<file path="src/rtl/river_cfg_pkg.sv">
// river_cfg_pkg: core-wide configuration constants shared by River blocks.
package river_cfg_pkg;
  localparam int CFG_CPU_ADDR_BITS = 64;
endpackage

</file>
<file path="src/rtl/bp_ras_pkg.sv">
// bp_ras_pkg: register struct, reset constant and pointer-step helper for bp_ras.
package bp_ras_pkg;
  import river_cfg_pkg::*;
  localparam int RAS_ABITS_DEF = CFG_CPU_ADDR_BITS;
  localparam int RAS_DEPTH_LOG2_DEF = 3;
  localparam int RAS_LOG2_MAX = 6;
  localparam int RAS_SPW = RAS_LOG2_MAX;
  localparam int RAS_CNTW = RAS_LOG2_MAX + 1;
  typedef struct packed {
    logic [RAS_SPW-1:0]  sp;
    logic [RAS_CNTW-1:0] cnt;
    logic [RAS_SPW-1:0]  csp;
    logic [RAS_CNTW-1:0] ccnt;
  } bp_ras_registers;
  typedef struct packed {
    logic [RAS_SPW-1:0]  sp;
    logic [RAS_CNTW-1:0] cnt;
  } bp_ras_ptr_t;
  localparam bp_ras_registers bp_ras_r_reset = '0;
  // Pointers stay masked to the configured depth, so upper bits are always zero.
  function automatic bp_ras_ptr_t ras_next(logic [RAS_SPW-1:0] sp, logic [RAS_CNTW-1:0] cnt,
                                           logic push, logic pop, int depth_log2);
    logic [RAS_SPW-1:0]  mask;
    logic [RAS_CNTW-1:0] full;
    logic                rep;
    bp_ras_ptr_t         n;
    mask = RAS_SPW'((1 << depth_log2) - 1);
    full = RAS_CNTW'(1 << depth_log2);
    rep = push && pop && cnt != '0;
    n.sp = rep ? sp : push ? (sp + 1'b1) & mask : (pop && cnt != '0) ? (sp - 1'b1) & mask : sp;
    n.cnt = rep ? cnt : push ? ((cnt == full) ? full : cnt + 1'b1) : (pop && cnt != '0) ? cnt - 1'b1 : cnt;
    return n;
  endfunction
endpackage

</file>
<file path="src/rtl/bp_ras.sv">
// bp_ras: return-address stack with speculative and committed pointers.
// BP_RAS_CHECKPOINT_EN: flush restores committed pointers instead of clearing the stack.
module bp_ras
  import bp_ras_pkg::*;
#(
  parameter int abits      = RAS_ABITS_DEF,
  parameter int depth_log2 = RAS_DEPTH_LOG2_DEF
) (
  input  logic             i_clk,
  input  logic             i_nrst,
  input  logic             i_push,
  input  logic [abits-1:0] i_push_addr,
  input  logic             i_pop,
  input  logic             i_commit_push,
  input  logic             i_commit_pop,
  input  logic             i_flush,
  output logic             o_ret_valid,
  output logic [abits-1:0] o_ret_addr
);
  localparam int DEPTH = 1 << depth_log2;
  bp_ras_registers  r_q, r_d;
  bp_ras_ptr_t      spec_n, com_n;
  logic [abits-1:0] mem_q [DEPTH];
  logic [abits-1:0] top;
  always_comb begin
    spec_n = ras_next(r_q.sp, r_q.cnt, i_push, i_pop, depth_log2);
    com_n = ras_next(r_q.csp, r_q.ccnt, i_commit_push, i_commit_pop, depth_log2);
    r_d = r_q;
`ifdef BP_RAS_CHECKPOINT_EN
    r_d.csp = com_n.sp;
    r_d.ccnt = com_n.cnt;
    r_d.sp = i_flush ? com_n.sp : spec_n.sp;
    r_d.cnt = i_flush ? com_n.cnt : spec_n.cnt;
`else
    r_d.sp = i_flush ? '0 : spec_n.sp;
    r_d.cnt = i_flush ? '0 : spec_n.cnt;
`endif
  end
  always_comb begin
    top = '0;
    for (int i = 0; i < DEPTH; i++) if (r_q.sp == RAS_SPW'(i)) top = mem_q[i];
  end
  // A push always lands at the new top: sp+1 for a plain push, sp for pop+push.
  always_ff @(posedge i_clk or negedge i_nrst) begin
    if (!i_nrst) begin
      r_q <= bp_ras_r_reset;
      for (int i = 0; i < DEPTH; i++) mem_q[i] <= '0;
    end else begin
      r_q <= r_d;
      for (int i = 0; i < DEPTH; i++)
        if (i_push && !i_flush && spec_n.sp == RAS_SPW'(i)) mem_q[i] <= i_push_addr;
    end
  end
  assign o_ret_valid = r_q.cnt != '0;
  assign o_ret_addr  = top;
endmodule
</file>
<file path="config.mk">
export PLATFORM = sky130hd
export DESIGN_NAME = bp_ras
export DESIGN_NICKNAME = d
export VERILOG_FILES = /design/src/rtl/river_cfg_pkg.sv /design/src/rtl/bp_ras_pkg.sv /design/src/rtl/bp_ras.sv
export SDC_FILE = /design/constraint.sdc
export NUM_CORES = 1
export LEC_CHECK = 0
export BUFFER_PORTS_ARGS = -buffer_cell sky130_fd_sc_hd__buf_2
export CORE_UTILIZATION = 34
export CTS_BUF_LIST = sky130_fd_sc_hd__clkbuf_16
export CTS_CLUSTER_SIZE = 30
export DETAILED_ROUTE_END_ITERATION = 16
export HOLD_SLACK_MARGIN = 0.08
export PLACE_DENSITY = 0.54
export SYNTH_ARGS = -nofsm -noshare
export SYNTH_HDL_FRONTEND = slang
export SYNTH_SLANG_ARGS = --single-unit
</file>
<file path="constraint.sdc">
create_clock -name i_clk -period 3.65 [get_ports i_clk]
set_input_delay 0.1825 -clock i_clk [delete_from_list [all_inputs] [get_ports i_clk]]
set_output_delay 0.1825 -clock i_clk [all_outputs]
set_load 0.02 [all_outputs]
</file>
==> impl_metrics.prom <==
# TYPE chip_impl_metric gauge
chip_impl_info{name="run_status",value="finished, final reports clean"} 1
chip_impl_metric{name="worst_skew_pair.late_latency",unit="ns"} 0.62
chip_impl_metric{name="drt.antenna.violating_nets",unit=""} 0
chip_impl_metric{name="finalWeightedCongestion",unit=""} 0.798
chip_impl_info{name="cp_slowest_cell",value="sky130_fd_sc_hd__dfrtp_1"} 1
chip_impl_metric{name="grt.total_usage",unit="%"} 20.0
chip_impl_info{name="synth_top_family_by_area",value="multiplexers"} 1
chip_impl_info{name="timing.rr.start",value="r_q[13]"} 1
chip_impl_metric{name="post_synth_fa_ha_maj_area_fraction",unit="%"} 0.411
chip_impl_metric{name="rrSetupSlack",unit="ns"} 0.56
chip_impl_metric{name="fp.dieArea",unit="um^2"} 72700
chip_impl_metric{name="fin_crit_sh",unit="%"} 97.4
chip_impl_metric{name="final_core_utilization",unit="%"} 41.3
chip_impl_metric{name="sw_power",unit="mW"} 10.4
chip_impl_metric{name="dr.first_iter.drc_count",unit=""} 1093
chip_impl_metric{name="arrival",unit="ns"} 3.37
chip_impl_metric{name="cts-buffers-inserted",unit=""} 56
chip_impl_metric{name="die_x",unit="um"} 270
chip_impl_metric{name="area.growth.synth_to_final",unit="%"} 19.7
chip_impl_metric{name="setup_slack_placement",unit="ns"} 0.478
chip_impl_metric{name="post-route-cell-area",unit="um^2"} 29200
chip_impl_metric{name="p_int",unit="mW"} 17.5
chip_impl_metric{name="remaining_drc_errors",unit=""} 0
chip_impl_metric{name="achievable-frequency",unit="GHz"} 0.281
chip_impl_metric{name="multiInputGateArea",unit="um^2"} 10700
chip_impl_metric{name="power.static_leakage",unit="nW"} 12.7
chip_impl_info{name="critPathCaptureType",value="output pin"} 1
chip_impl_info{name="ys_dominant_reg_cell",value="sky130_fd_sc_hd__dfrtp_1"} 1
chip_impl_metric{name="placeableCoreArea",unit="um^2"} 70500
chip_impl_metric{name="power.total",unit="mW"} 27.8
chip_impl_metric{name="seq_area",unit="um^2"} 13100
chip_impl_metric{name="grt_overflow_total",unit=""} 0
chip_impl_metric{name="synth.cell_area",unit="um^2"} 24400
chip_impl_metric{name="required",unit="ns"} 3.47
chip_impl_metric{name="number_of_port_buffers",unit=""} 133
chip_impl_metric{name="dpl-instance-area",unit="um^2"} 26600
chip_impl_metric{name="setup_slack",unit="ns"} 0.0958
chip_impl_metric{name="design.final.nets",unit=""} 2078
chip_impl_metric{name="ff2ff_path_depth",unit=""} 9
chip_impl_metric{name="tritoncts_num_sinks",unit=""} 525
chip_impl_metric{name="count_of_final_hold_check_violations",unit=""} 0
chip_impl_metric{name="finalWorstPathRequiredPeriod",unit="ns"} 3.55
chip_impl_metric{name="synth_xor_xnor_area_share",unit="%"} 0.144
chip_impl_info{name="cpMostUsedCell",value="sky130_fd_sc_hd__buf_12"} 1
chip_impl_metric{name="ir_drop",unit="mV"} 0.451
chip_impl_metric{name="detailed_place_hpwl",unit="um"} 41200
chip_impl_metric{name="stage_delay_of_the_slowest_cell_on_the_critical_path",unit="ns"} 0.48
chip_impl_info{name="rsz0062_at_grt",value="false"} 1
chip_impl_metric{name="number_of_failing_setup_endpoints_in_the_final_timing_report",unit=""} 0
chip_impl_metric{name="ff_latch_count_synth",unit=""} 525
chip_impl_metric{name="dieHeight",unit="um"} 270
chip_impl_metric{name="initial_utilization",unit="%"} 34.6
chip_impl_metric{name="postSynthCellCount",unit=""} 1812
chip_impl_metric{name="slew_viol_final",unit=""} 0
chip_impl_metric{name="number_of_optimization_iterations_in_the_first_detailed_route_pass",unit=""} 5
chip_impl_metric{name="finalSetupTns",unit="ns"} 0
chip_impl_metric{name="cts.reportedPaths.clkPinSlew",unit="ns"} 0.06
chip_impl_metric{name="synth_compound_gate_area_share",unit="%"} 13.3
chip_impl_metric{name="sequential_share_of_the_synthesized_area",unit="%"} 53.9
chip_impl_metric{name="max_slew_margin",unit="%"} 46.1
chip_impl_metric{name="drt-vias-per-instance",unit=""} 5.61
chip_impl_metric{name="clock-skew-final",unit="ns"} 0.0255
chip_impl_info{name="cts_root_buf",value="sky130_fd_sc_hd__clkbuf_16"} 1
chip_impl_metric{name="cap_viol_max_count",unit=""} 0
chip_impl_info{name="cts_tree",value="built"} 1
chip_impl_metric{name="wl_per_cell",unit="um"} 24.5
chip_impl_metric{name="antenna_violations_before_repair",unit=""} 4
chip_impl_metric{name="comb_power_share",unit="%"} 44.1
chip_impl_metric{name="drive_above_1_share",unit="%"} 41.0
chip_impl_metric{name="syn-mean-instance-area",unit="um^2"} 13.4
chip_impl_metric{name="synth-async-reset-ratio",unit="%"} 100
chip_impl_info{name="worst_r2r_endpoint",value="mem_q[283]"} 1
chip_impl_metric{name="clock_power_share",unit="%"} 20.1
chip_impl_metric{name="power_density",unit="nW/um^2"} 954
chip_impl_metric{name="placement_rows",unit=""} 97
chip_impl_info{name="hold_path.class",value="in2async"} 1
chip_impl_metric{name="grt_first_pass_wirelength",unit="um"} 112000
chip_impl_metric{name="grt_start_max_net_pins",unit=""} 119
chip_impl_metric{name="netlist-cell-type-count",unit=""} 58
chip_impl_metric{name="synth_simple_gate_area_share",unit="%"} 3.37
chip_impl_metric{name="totalWireLength",unit="um"} 73200
chip_impl_metric{name="cts-root-to-sink-buffers",unit=""} 3
chip_impl_metric{name="worstMarginPinSlew",unit="ns"} 0.806
chip_impl_metric{name="via_count",unit=""} 16800
chip_impl_info{name="startpoint_type",value="flop"} 1
chip_impl_metric{name="floorplan.io_pins",unit=""} 136
chip_impl_metric{name="cp_max_fo",unit=""} 22
chip_impl_metric{name="synth_nets",unit=""} 1891
chip_impl_metric{name="sw_frac_of_total",unit="%"} 37.2
chip_impl_metric{name="htreeDepth",unit=""} 2
chip_impl_metric{name="synth_edf_count",unit=""} 0
chip_impl_metric{name="yosys_warnings",unit=""} 0
chip_impl_metric{name="fillerInstances",unit=""} 6516
chip_impl_info{name="timing.setup.critical_path_class",value="reg2out"} 1
chip_impl_metric{name="seq_power_share",unit="%"} 35.8
chip_impl_info{name="cp_cell_sequence",value="inv_2 -> ha_2 -> nor2b_2 -> and3_4 -> buf_12 -> buf_12 -> a221oi_1 -> or3_1 -> a31oi_1 -> buf_2"} 1
chip_impl_metric{name="synth.mux.area_fraction",unit="%"} 25.9
chip_impl_info{name="cp-startpoint",value="r_q[20]"} 1
chip_impl_metric{name="grt_pass1_vias",unit=""} 17600
## synth_stat cells (11+ instances only)
master	n	area [um^2]
sky130_fd_sc_hd__dfrtp_1	525	13100
sky130_fd_sc_hd__mux2_2	384	4320
sky130_fd_sc_hd__mux2_4	120	1800
sky130_fd_sc_hd__o22ai_1	102	638
sky130_fd_sc_hd__clkbuf_1	95	357
sky130_fd_sc_hd__a221oi_1	64	561
sky130_fd_sc_hd__a21oi_1	62	310
sky130_fd_sc_hd__o21ai_0	59	295
sky130_fd_sc_hd__or3_1	53	332
sky130_fd_sc_hd__a31oi_1	52	325
sky130_fd_sc_hd__o2bb2ai_1	51	447
sky130_fd_sc_hd__buf_2	38	190
sky130_fd_sc_hd__o221ai_1	23	201
sky130_fd_sc_hd__nand2_1	18	67.6
sky130_fd_sc_hd__nor2_1	14	52.6
sky130_fd_sc_hd__buf_6	12	135
sky130_fd_sc_hd__a22o_1	11	96.3
sky130_fd_sc_hd__a22oi_1	11	82.6
sky130_fd_sc_hd__mux2_1	11	124
sky130_fd_sc_hd__o221a_2	11	124
## worst max-delay path, delay by kind of cell (launching register included)
kind	cells	cell delay [ns]
flops	1	0.48
buf+inv	4	0.70
fa+ha+maj	1	0.25
simple gates	3	0.90
compound gates	2	0.43
## cell type report
class                           instances  share of cell area (%)
Tap cell                              940                    4.03
Multi-Input combinational cell       1135                    36.7
Clock buffer                           56                    4.81
Clock inverter                         48                    1.30
Antenna cell                            1                 0.00858
Inverter                                8                   0.107
Sequential cell                       525                    45.1
Timing Repair Buffer                  273                    8.02
## cell families (layout without fill, tap and decap cells)
kind of cell | count (synthesis) | in the layout
adder cells (fa/ha/maj) | 8 | 8
AO/OA/AOI/OAI | 462 | 462
buffers and inverters | 154 | 385
XOR/XNOR | 4 | 4
multiplexers | 522 | 522
other | 0 | 1
flip-flops | 525 | 525
AND/OR/NAND/NOR | 137 | 139
## worst max path at each step
stage                                 to  cells past startpoint
after floorplan           o_ret_addr[10]                     10
after global placement    o_ret_addr[60]                      8
after detailed placement  o_ret_addr[57]                      8
after CTS                 o_ret_addr[56]                      7
after global routing      o_ret_addr[62]                      9
final                     o_ret_addr[17]                     10
## metrics by stage
step | instances | hold WS (ns)
after floorplan | 1812 | -0.113
after global placement | 2807 | 0.193
after detailed placement | 2807 | 0.208
after CTS | 2985 | 0.143
after global routing | 2986 | 0.167
final | 2986 | 0.138
## layout by cell type, fill, tap and decap left out, drive strengths merged, types with 14 or more instances in the layout
cell           n
or3           53
a21oi         64
mux2         515
buf          205
o2bb2ai       51
nor2          14
o21ai         61
inv           17
o221ai        23
dfrtp        525
nand2         18
a221oi        64
a31oi         52
o22ai        102
clkbuf        56
dlygate4sd3   68
clkinv        32
## routing by layer
layer / up-vias / wire length, um / global-route usage (%)
li1: 7332 / - / -
met1: 8873 / 32400 / 26.6
met2: 424 / 35800 / 33.7
met3: 126 / 3040 / 2.90
met4: 4 / 1870 / 5.98
met5: - / 34 / 0
## power groups by stage
stage | registers [mW] | clock network (mW) | logic, mW
finish | 9.97 | 5.59 | 12.3
global route | 10.3 | 5.99 | 13.1
CTS | 9.96 | 5.73 | 12.4
detailed placement | 10.0 | 0 | 12.0
global placement | 9.86 | 0 | 11.9
floorplan | 9.59 | 0 | 8.13
## state kept, by name (all words and copies together), names as in the netlist
signal  flops
r_q        13
mem_q     512
## repair_timing
action,in CTS,in global routing
endpoints found under the setup margin,34,33
gates resized for setup,4,4
buffers inserted,4,0
gates cloned,2,0
hold buffers,68,0
pin swaps,2,1
endpoints found under the hold margin,590,0
Note: power is estimated with default switching activity, not from simulation.
